$ cat config.mk
export PLATFORM = sky130hd
export DESIGN_NAME = sub_serial_flat
export DESIGN_NICKNAME = d
export VERILOG_FILES = /design/src/rtl/sub_serial_if.sv /design/src/rtl/sub_serial.sv /design/src/flat_wrapper.sv
export SDC_FILE = /design/constraint.sdc
export NUM_CORES = 1
export LEC_CHECK = 0
export CORE_MARGIN = 4
export CORE_UTILIZATION = 30
export DETAILED_ROUTE_END_ITERATION = 12
export PLACE_DENSITY = 0.57
export REMOVE_ABC_BUFFERS = 1
export SLEW_MARGIN = 20
export SYNTH_ARGS = -nofsm -noshare
export SYNTH_HDL_FRONTEND = slang
export SYNTH_SLANG_ARGS = --single-unit
$ cat constraint.sdc
create_clock -name clk -period 2 [get_ports clk]
set_input_delay 0.4 -clock clk [delete_from_list [all_inputs] [get_ports clk]]
set_output_delay 0.4 -clock clk [all_outputs]
set_load 0.02 [all_outputs]
$ cat src/rtl/sub_serial_if.sv
// Start/done handshake and result bundle between the lab controller and the bit-serial subtractor.
interface sub_serial_if #(
  parameter int unsigned WIDTH = 8
);
  logic             start;
  logic [WIDTH-1:0] a;
  logic [WIDTH-1:0] b;
  logic             busy;
  logic             done;
  logic [WIDTH-1:0] diff;
  logic             borrow;
  logic             ovf;
  logic             zero;

  modport master (
    output start, a, b,
    input  busy, done, diff, borrow, ovf, zero
  );

  modport slave (
    input  start, a, b,
    output busy, done, diff, borrow, ovf, zero
  );
endinterface

$ cat src/rtl/sub_serial.sv
// Bit-serial subtractor: DIFF = A - B, LSB first, one full-subtractor cell and a registered borrow.
module sub_serial #(
  parameter int unsigned WIDTH = 8
) (
  input  logic      clk,
  input  logic      rst_n,
  sub_serial_if.slave bus
);

  localparam int unsigned CNT_W = $clog2(WIDTH);

  typedef enum logic [1:0] {IDLE, RUN, DONE} state_e;

  state_e             state_q, state_d;
  logic [WIDTH-1:0]   sa_q, sa_d;
  logic [WIDTH-1:0]   sb_q, sb_d;
  logic [WIDTH-1:0]   res_q, res_d;
  logic               bq_q, bq_d;
  logic [CNT_W-1:0]   cnt_q, cnt_d;
  logic               busy_q, busy_d;
  logic               done_q, done_d;
  logic [WIDTH-1:0]   diff_q, diff_d;
  logic               borrow_q, borrow_d;
  logic               ovf_q, ovf_d;
  logic               zero_q, zero_d;

  logic               d_bit;
  logic               b_next;
  logic [WIDTH-1:0]   res_next;

  // Full-subtractor cell on the current LSBs
  assign d_bit    = sa_q[0] ^ sb_q[0] ^ bq_q;
  assign b_next   = (~sa_q[0] & sb_q[0]) | (~(sa_q[0] ^ sb_q[0]) & bq_q);
  assign res_next = {d_bit, res_q[WIDTH-1:1]};

  always_comb begin
    state_d  = state_q;
    sa_d     = sa_q;
    sb_d     = sb_q;
    res_d    = res_q;
    bq_d     = bq_q;
    cnt_d    = cnt_q;
    busy_d   = busy_q;
    done_d   = 1'b0;
    diff_d   = diff_q;
    borrow_d = borrow_q;
    ovf_d    = ovf_q;
    zero_d   = zero_q;

    unique case (state_q)
      IDLE, DONE: begin
        if (bus.start) begin
          state_d  = RUN;
          sa_d     = bus.a;
          sb_d     = bus.b;
          res_d    = '0;
          bq_d     = 1'b0;
          cnt_d    = '0;
          busy_d   = 1'b1;
          diff_d   = '0;
          borrow_d = 1'b0;
          ovf_d    = 1'b0;
          zero_d   = 1'b0;
        end else begin
          state_d  = IDLE;
        end
      end
      RUN: begin
        res_d = res_next;
        sa_d  = sa_q >> 1;
        sb_d  = sb_q >> 1;
        bq_d  = b_next;
        cnt_d = cnt_q + CNT_W'(1);
        // On the last bit sa_q[0]/sb_q[0] are the latched operand MSBs
        if (cnt_q == CNT_W'(WIDTH - 1)) begin
          state_d  = DONE;
          busy_d   = 1'b0;
          done_d   = 1'b1;
          diff_d   = res_next;
          borrow_d = b_next;
          ovf_d    = (sa_q[0] ^ sb_q[0]) & (sa_q[0] ^ d_bit);
          zero_d   = (res_next == '0);
        end
      end
      default: state_d = IDLE;
    endcase
  end

  always_ff @(posedge clk) begin
    if (!rst_n) begin
      state_q  <= IDLE;
      sa_q     <= '0;
      sb_q     <= '0;
      res_q    <= '0;
      bq_q     <= 1'b0;
      cnt_q    <= '0;
      busy_q   <= 1'b0;
      done_q   <= 1'b0;
      diff_q   <= '0;
      borrow_q <= 1'b0;
      ovf_q    <= 1'b0;
      zero_q   <= 1'b0;
    end else begin
      state_q  <= state_d;
      sa_q     <= sa_d;
      sb_q     <= sb_d;
      res_q    <= res_d;
      bq_q     <= bq_d;
      cnt_q    <= cnt_d;
      busy_q   <= busy_d;
      done_q   <= done_d;
      diff_q   <= diff_d;
      borrow_q <= borrow_d;
      ovf_q    <= ovf_d;
      zero_q   <= zero_d;
    end
  end

  assign bus.busy   = busy_q;
  assign bus.done   = done_q;
  assign bus.diff   = diff_q;
  assign bus.borrow = borrow_q;
  assign bus.ovf    = ovf_q;
  assign bus.zero   = zero_q;

endmodule

$ cat src/flat_wrapper.sv
// flat-port wrapper written by rule: the top's interface ports become plain ports
module sub_serial_flat 
#(
  parameter int unsigned WIDTH = 8
)
  (clk, rst_n, bus_start, bus_a, bus_b, bus_busy, bus_done, bus_diff, bus_borrow, bus_ovf, bus_zero);
  sub_serial_if #(.WIDTH(WIDTH)) bus_i ();
  input  logic clk;
  input  logic rst_n;
  input wire logic [$bits(bus_i.start)-1:0] bus_start;
  input wire logic [$bits(bus_i.a)-1:0] bus_a;
  input wire logic [$bits(bus_i.b)-1:0] bus_b;
  output wire logic [$bits(bus_i.busy)-1:0] bus_busy;
  output wire logic [$bits(bus_i.done)-1:0] bus_done;
  output wire logic [$bits(bus_i.diff)-1:0] bus_diff;
  output wire logic [$bits(bus_i.borrow)-1:0] bus_borrow;
  output wire logic [$bits(bus_i.ovf)-1:0] bus_ovf;
  output wire logic [$bits(bus_i.zero)-1:0] bus_zero;
  assign bus_i.start = bus_start;
  assign bus_i.a = bus_a;
  assign bus_i.b = bus_b;
  assign bus_busy = bus_i.busy;
  assign bus_done = bus_i.done;
  assign bus_diff = bus_i.diff;
  assign bus_borrow = bus_i.borrow;
  assign bus_ovf = bus_i.ovf;
  assign bus_zero = bus_i.zero;
  sub_serial #(.WIDTH(WIDTH)) u_core (.clk(clk), .rst_n(rst_n), .bus(bus_i));
endmodule
Word level (Yosys, flattened, before mapping)
Cells that the tools add are included.

storage, ports and cells
  flip-flop bits (word level) = 43
  output and inout bits = 13
  logic and storage cells = 59

cells by class
  add/sub/neg operators = 1
  equality and inequality tests = 5
  multiplexer cells = 25
  bitwise operators = 9
  reductions and logical operators = 7

operators with widths
  operator                                                                 number
  8-bit case mux with 2 select lines                                       4
  8-bit two-way mux                                                        4
  1-bit case mux with 2 select lines                                       5
  8-bit zero test                                                          1
  1-bit two-way mux                                                        8
  3-bit case mux with 2 select lines                                       1
  2-bit case mux with 2 select lines                                       1
  2-bit AND reduction                                                      2
  3-bit by 1-bit adder with 3-bit output, second input constant            1
  1-bit bitwise AND                                                        3
  3-bit equality test, second input constant                               1
  3-bit two-way mux                                                        1
  3-bit AND reduction                                                      1
  1-bit bitwise XOR                                                        3
  2-bit by 1-bit equality test with 1-bit output, second input constant    1
  2-bit equality test, second input constant                               1
  2-bit zero test                                                          1
  2-bit two-way mux                                                        1
  2-bit by 1-bit inequality test with 1-bit output, second input constant  1
  2-bit inequality test, second input constant                             1
  1-bit NOT                                                                2
  2-bit nonzero test                                                       1
  2-bit OR reduction                                                       1
  1-bit OR                                                                 1

Logic depth before layout (Yosys ltp)
  word-level depth = 6
  depth in mapped cells = 6
  gate-level depth less buffers = 5

Worst setup path before layout
OpenSTA, ideal clock, no wires.

  path kind = reg-to-reg
  from = reg u_core.cnt_q[0]
  to = reg u_core.ovf_q (netlist: u_core.bus.ovf)
  setup time = 0.117 ns
  arrival time = 1.328 ns
  required time = 1.883 ns
  path slack = 0.556 ns
  cell stages (with the launch flop) = 7
  buffers on the path = 1
  cells stage by stage = dfxtp_1 -> ha_1 -> ha_1 -> nand3b_1 -> and3_1 -> buf_6 -> a22o_1

on the way
  word-level cells in the longest chain between the ends = 3

ends and longest elaborated chain
  item                                                               RTL line           RTL
  from (decl)                                                        sub_serial.sv:19   logic [CNT_W-1:0] cnt_q, cnt_d;
  from (signal assigned)                                             sub_serial.sv:109  cnt_q <= cnt_d;
  3-bit equality test                                                sub_serial.sv:75   if (cnt_q == CNT_W'(WIDTH - 1)) begin
  2-bit by 1-bit inequality test with 1-bit output (no source line)  -
  3-bit AND reduction (no source line)                               -
  to (signal assigned)                                               sub_serial.sv:114  ovf_q <= ovf_d;
  to (decl)                                                          sub_serial.sv:24   logic ovf_q, ovf_d;

Every way passes these cells.
A chain may end at the register's enable or synchronous reset.

Worst setup path in the final report
  from = reg u_core.diff_q[1] (netlist: u_core.bus.diff[1])
  to = out bus_diff[1]

RTL lines
  item                    RTL line            RTL
  from (decl)             sub_serial.sv:22    logic [WIDTH-1:0] diff_q, diff_d;
  from (signal assigned)  sub_serial.sv:112   diff_q <= diff_d;
  to (decl)               flat_wrapper.sv:15  output wire logic [$bits(bus_i.diff)-1:0] bus_diff;

No word-level cell between the ends.

==> flow_summary.yaml <==
synth:
  synthTopCellsByArea: "dfxtp_1, a21boi_0, nand3_1"
  synth.top_cell.area_share_pct: 48.8
  synth_area_sq_um: 1720
  synth_top_cell_by_area: "dfxtp_1"
  synth.avg_cell_area_sq_um: 9.85
  synthTopCellsByCount: "dfxtp_1, nand3_1, a21boi_0"
  ys_seq_elements: 42
  synth.distinct_cells: 29
  synth.most_common_cell: "dfxtp_1"
  ys_seq_area_share_pct: 48.8
  synth_cells: 175
  synthFlopType: "dfxtp_1"
  synth-async-reset-ratio_pct: 0
  yosys_warnings: 0
  synth_edf_count: 0
floorplan:
  die-area_sq_um: 7020
  die_w_microns: 83.8
  die_height_microns: 83.8
  core_sq_um: 5540
  ios: 32
  rows: 27
  start_util_pct: 31.1
timing:
  grt_setup_unrepaired: "false"
  fmax_ghz: 0.608
  finalCriticalPeriod_ns: 1.64
  setup_violations: 0
  fin_crit_sh_pct: 82.2
  relSlewSlack_pct: 76.5
  tightest_slew_ns: 0.353
  tns_ns: 0
  clock_skew_ns: 0.00798
  hold_viol: 0
  drv_slew: 0
setup_path:
  startpoint: "u_core.bus.diff[1]"
  slowest_stage: "clkdlybuf4s50_1"
  cp_max_fo: 2
  timing.rr.start: "u_core.cnt_q[0]"
  worstSetupPathDepth: 1
  worst_ep_arrival_time_ns: 1.24
  max_stage_delay_ns: 0.61
  crit_family: "buffers and inverters"
  timing.rr.end: "u_core.bus.ovf"
  r2r_slack_ns: 0.36
  rr_worst_depth: 5
  cp-end-kind: "output pin"
  critical_path.n_buffers_inverters: 1
  cp-start-kind: "flip-flop"
  crit_chain: "clkdlybuf4s50_1"
  critical_path_required_ns: 1.60
  path_class: "reg -> out"
layout:
  drive_gt1_share_pct: 7.80
  area_delta_synth_final_pct: 27.6
  seq_area_sq_um: 841
  fin_area_sq_um: 2200
  nets: 227
  nFillCells: 564
  final_cells: 277
  antenna_cells: 0
  multiInputGateArea_sq_um: 779
worst_hold_path:
  hold_start: "u_core.sb_q[5]"
  holdPathEnd: "u_core.sb_q[5]"
  hp-class: "reg -> reg"
  min_path_cells: 2
global_route:
  grt-busiest-layer: "met2"
  grt.met3_usage_pct: 3.16
  grt_pass1_wl_microns: 6310
  grt_use_total_pct: 10.9
  grt_use_met1_pct: 14.1
  grt_max_degree: 31
  gr-total-overflow: 0
  grt_pass1_vias: 1336
  antenna_found_initial: 0
  grt_util_met2_pct: 17.6
cts:
  cts_resized: 0
  cts_setup_buffers: 0
  clk_latency_ns: 0.29
  cts_root_buf: "clkbuf_8"
  clock_path_buffers: 2
  cts_tree: "built"
  htreeDepth: 2
  clkTransAtPathRegs_ns: 0.08
  cts_buffers: 5
  hold_buffers: 0
  clock_sinks: 42
detailed_routing:
  viasPerCell: 4.94
  drt_iter0_drc: 70
  via_count: 1367
  finalWirelength_microns: 3760
  ant_nets: 0
  drc_errors: 0
  drt_pass1_iterations: 4
  wl_per_cell_microns: 13.6
power:
  vdd_ir_drop_max_uv: 276
  total_power_w: 0.00174
  powerDensity_nw_per_um2: 792
  p_leak_nw: 0.791
placed_design:
  place_congestion: 0.701
  postPlaceCellArea_sq_um: 2090
  io_buffers: 31
  hpwl_microns: 2520
  dp_cells: 269
run_status:
  outcome: "completed"
job:
  max_cap_viol_count: 0
==> layout by cell type, fill, tap and decap left out <==
cell type / count
and3_1: 5
buf_12: 1
a32o_1: 1
nor2b_4: 1
fa_1: 1
nor4b_1: 1
nand2_1: 11
nand3b_1: 1
nand3_1: 27
a21boi_1: 2
clkbuf_1: 1
dfxtp_1: 42
and2_1: 1
and3_4: 1
clkdlybuf4s50_1: 31
a22oi_1: 14
nor2_1: 4
a22o_1: 8
bufinv_16: 1
xor2_1: 1
nor2b_1: 1
a21oi_1: 1
clkbuf_8: 5
buf_4: 6
o21ai_0: 2
ha_1: 3
o21a_1: 3
nor4_1: 1
a21boi_0: 24
inv_1: 1
nand2b_1: 2
clkinvlp_4: 1
==> layer usage <==
| metal | share of wire (%) | vias up |
|---|---|---|
| li1 | - | 689 |
| met1 | 50 | 642 |
| met2 | 44 | 31 |
| met3 | 4.9 | 5 |
| met4 | 0.75 | 0 |
| met5 | 0 | - |
==> where the power goes <==
part / total (W) / internal, W / switching (W)
clock network: 0.000662 / 0.000373 / 0.000289
registers: 0.000884 / 0.000865 / 0.0000182
logic: 0.000197 / 0.0000953 / 0.000102
total: 0.00174 / 0.00133 / 0.000409
==> area by class of cell <==
cell class                      instances  area share [%]
Sequential cell                        42            38.2
Multi-Input combinational cell        116            35.4
Timing Repair Buffer                   38            17.1
Tap cell                               72            4.10
Clock buffer                            6            3.30
Clock inverter                          2            1.71
Inverter                                1           0.171
==> worst max-delay path by stage <==
stage / to / slack (ns)
3_5_place_dp: u_core.bus.diff[2] / 0.28
2_1_floorplan: u_core.bus.diff[0] / 0.43
5_1_grt: u_core.bus.diff[3] / 0.25
3_3_place_gp: u_core.bus.diff[2] / 0.32
6_report: bus_diff[1] / 0.36
4_1_cts: bus_borrow / 0.34
==> cell families (layout without fill, tap and decap cells) <==
| logic type | Yosys count | count (layout) | synth area share (%) |
|---|---|---|---|
| and+or+nand+nor | 56 | 56 | 17.1 |
| AOI/OAI and AO/OA | 55 | 55 | 24.2 |
| DFF | 42 | 42 | 48.8 |
| buffers and inverters | 17 | 47 | 6.02 |
| adders and majority gates | 4 | 4 | 3.34 |
| xor gates and xnor gates | 1 | 1 | 0.508 |
==> flip-flops by register name, summed over array words and instances (netlist names), 2 cells and up <==
register         flops
u_core.sb_q          8
u_core.res_q         7
u_core.bus.diff      8
u_core.cnt_q         3
u_core.sa_q          8
u_core.state_q       2
==> per-stage QoR <==
stage,util (%),hold slack (ns),setup WS (ns)
global route,39.7,0.497,0.254
finish,39.7,0.478,0.356
CTS,39.7,0.478,0.344
detailed placement,37.7,0.466,0.283
floorplan,-,0.447,0.428
global placement,37.7,0.462,0.318
(Power assumes the default switching activity.)
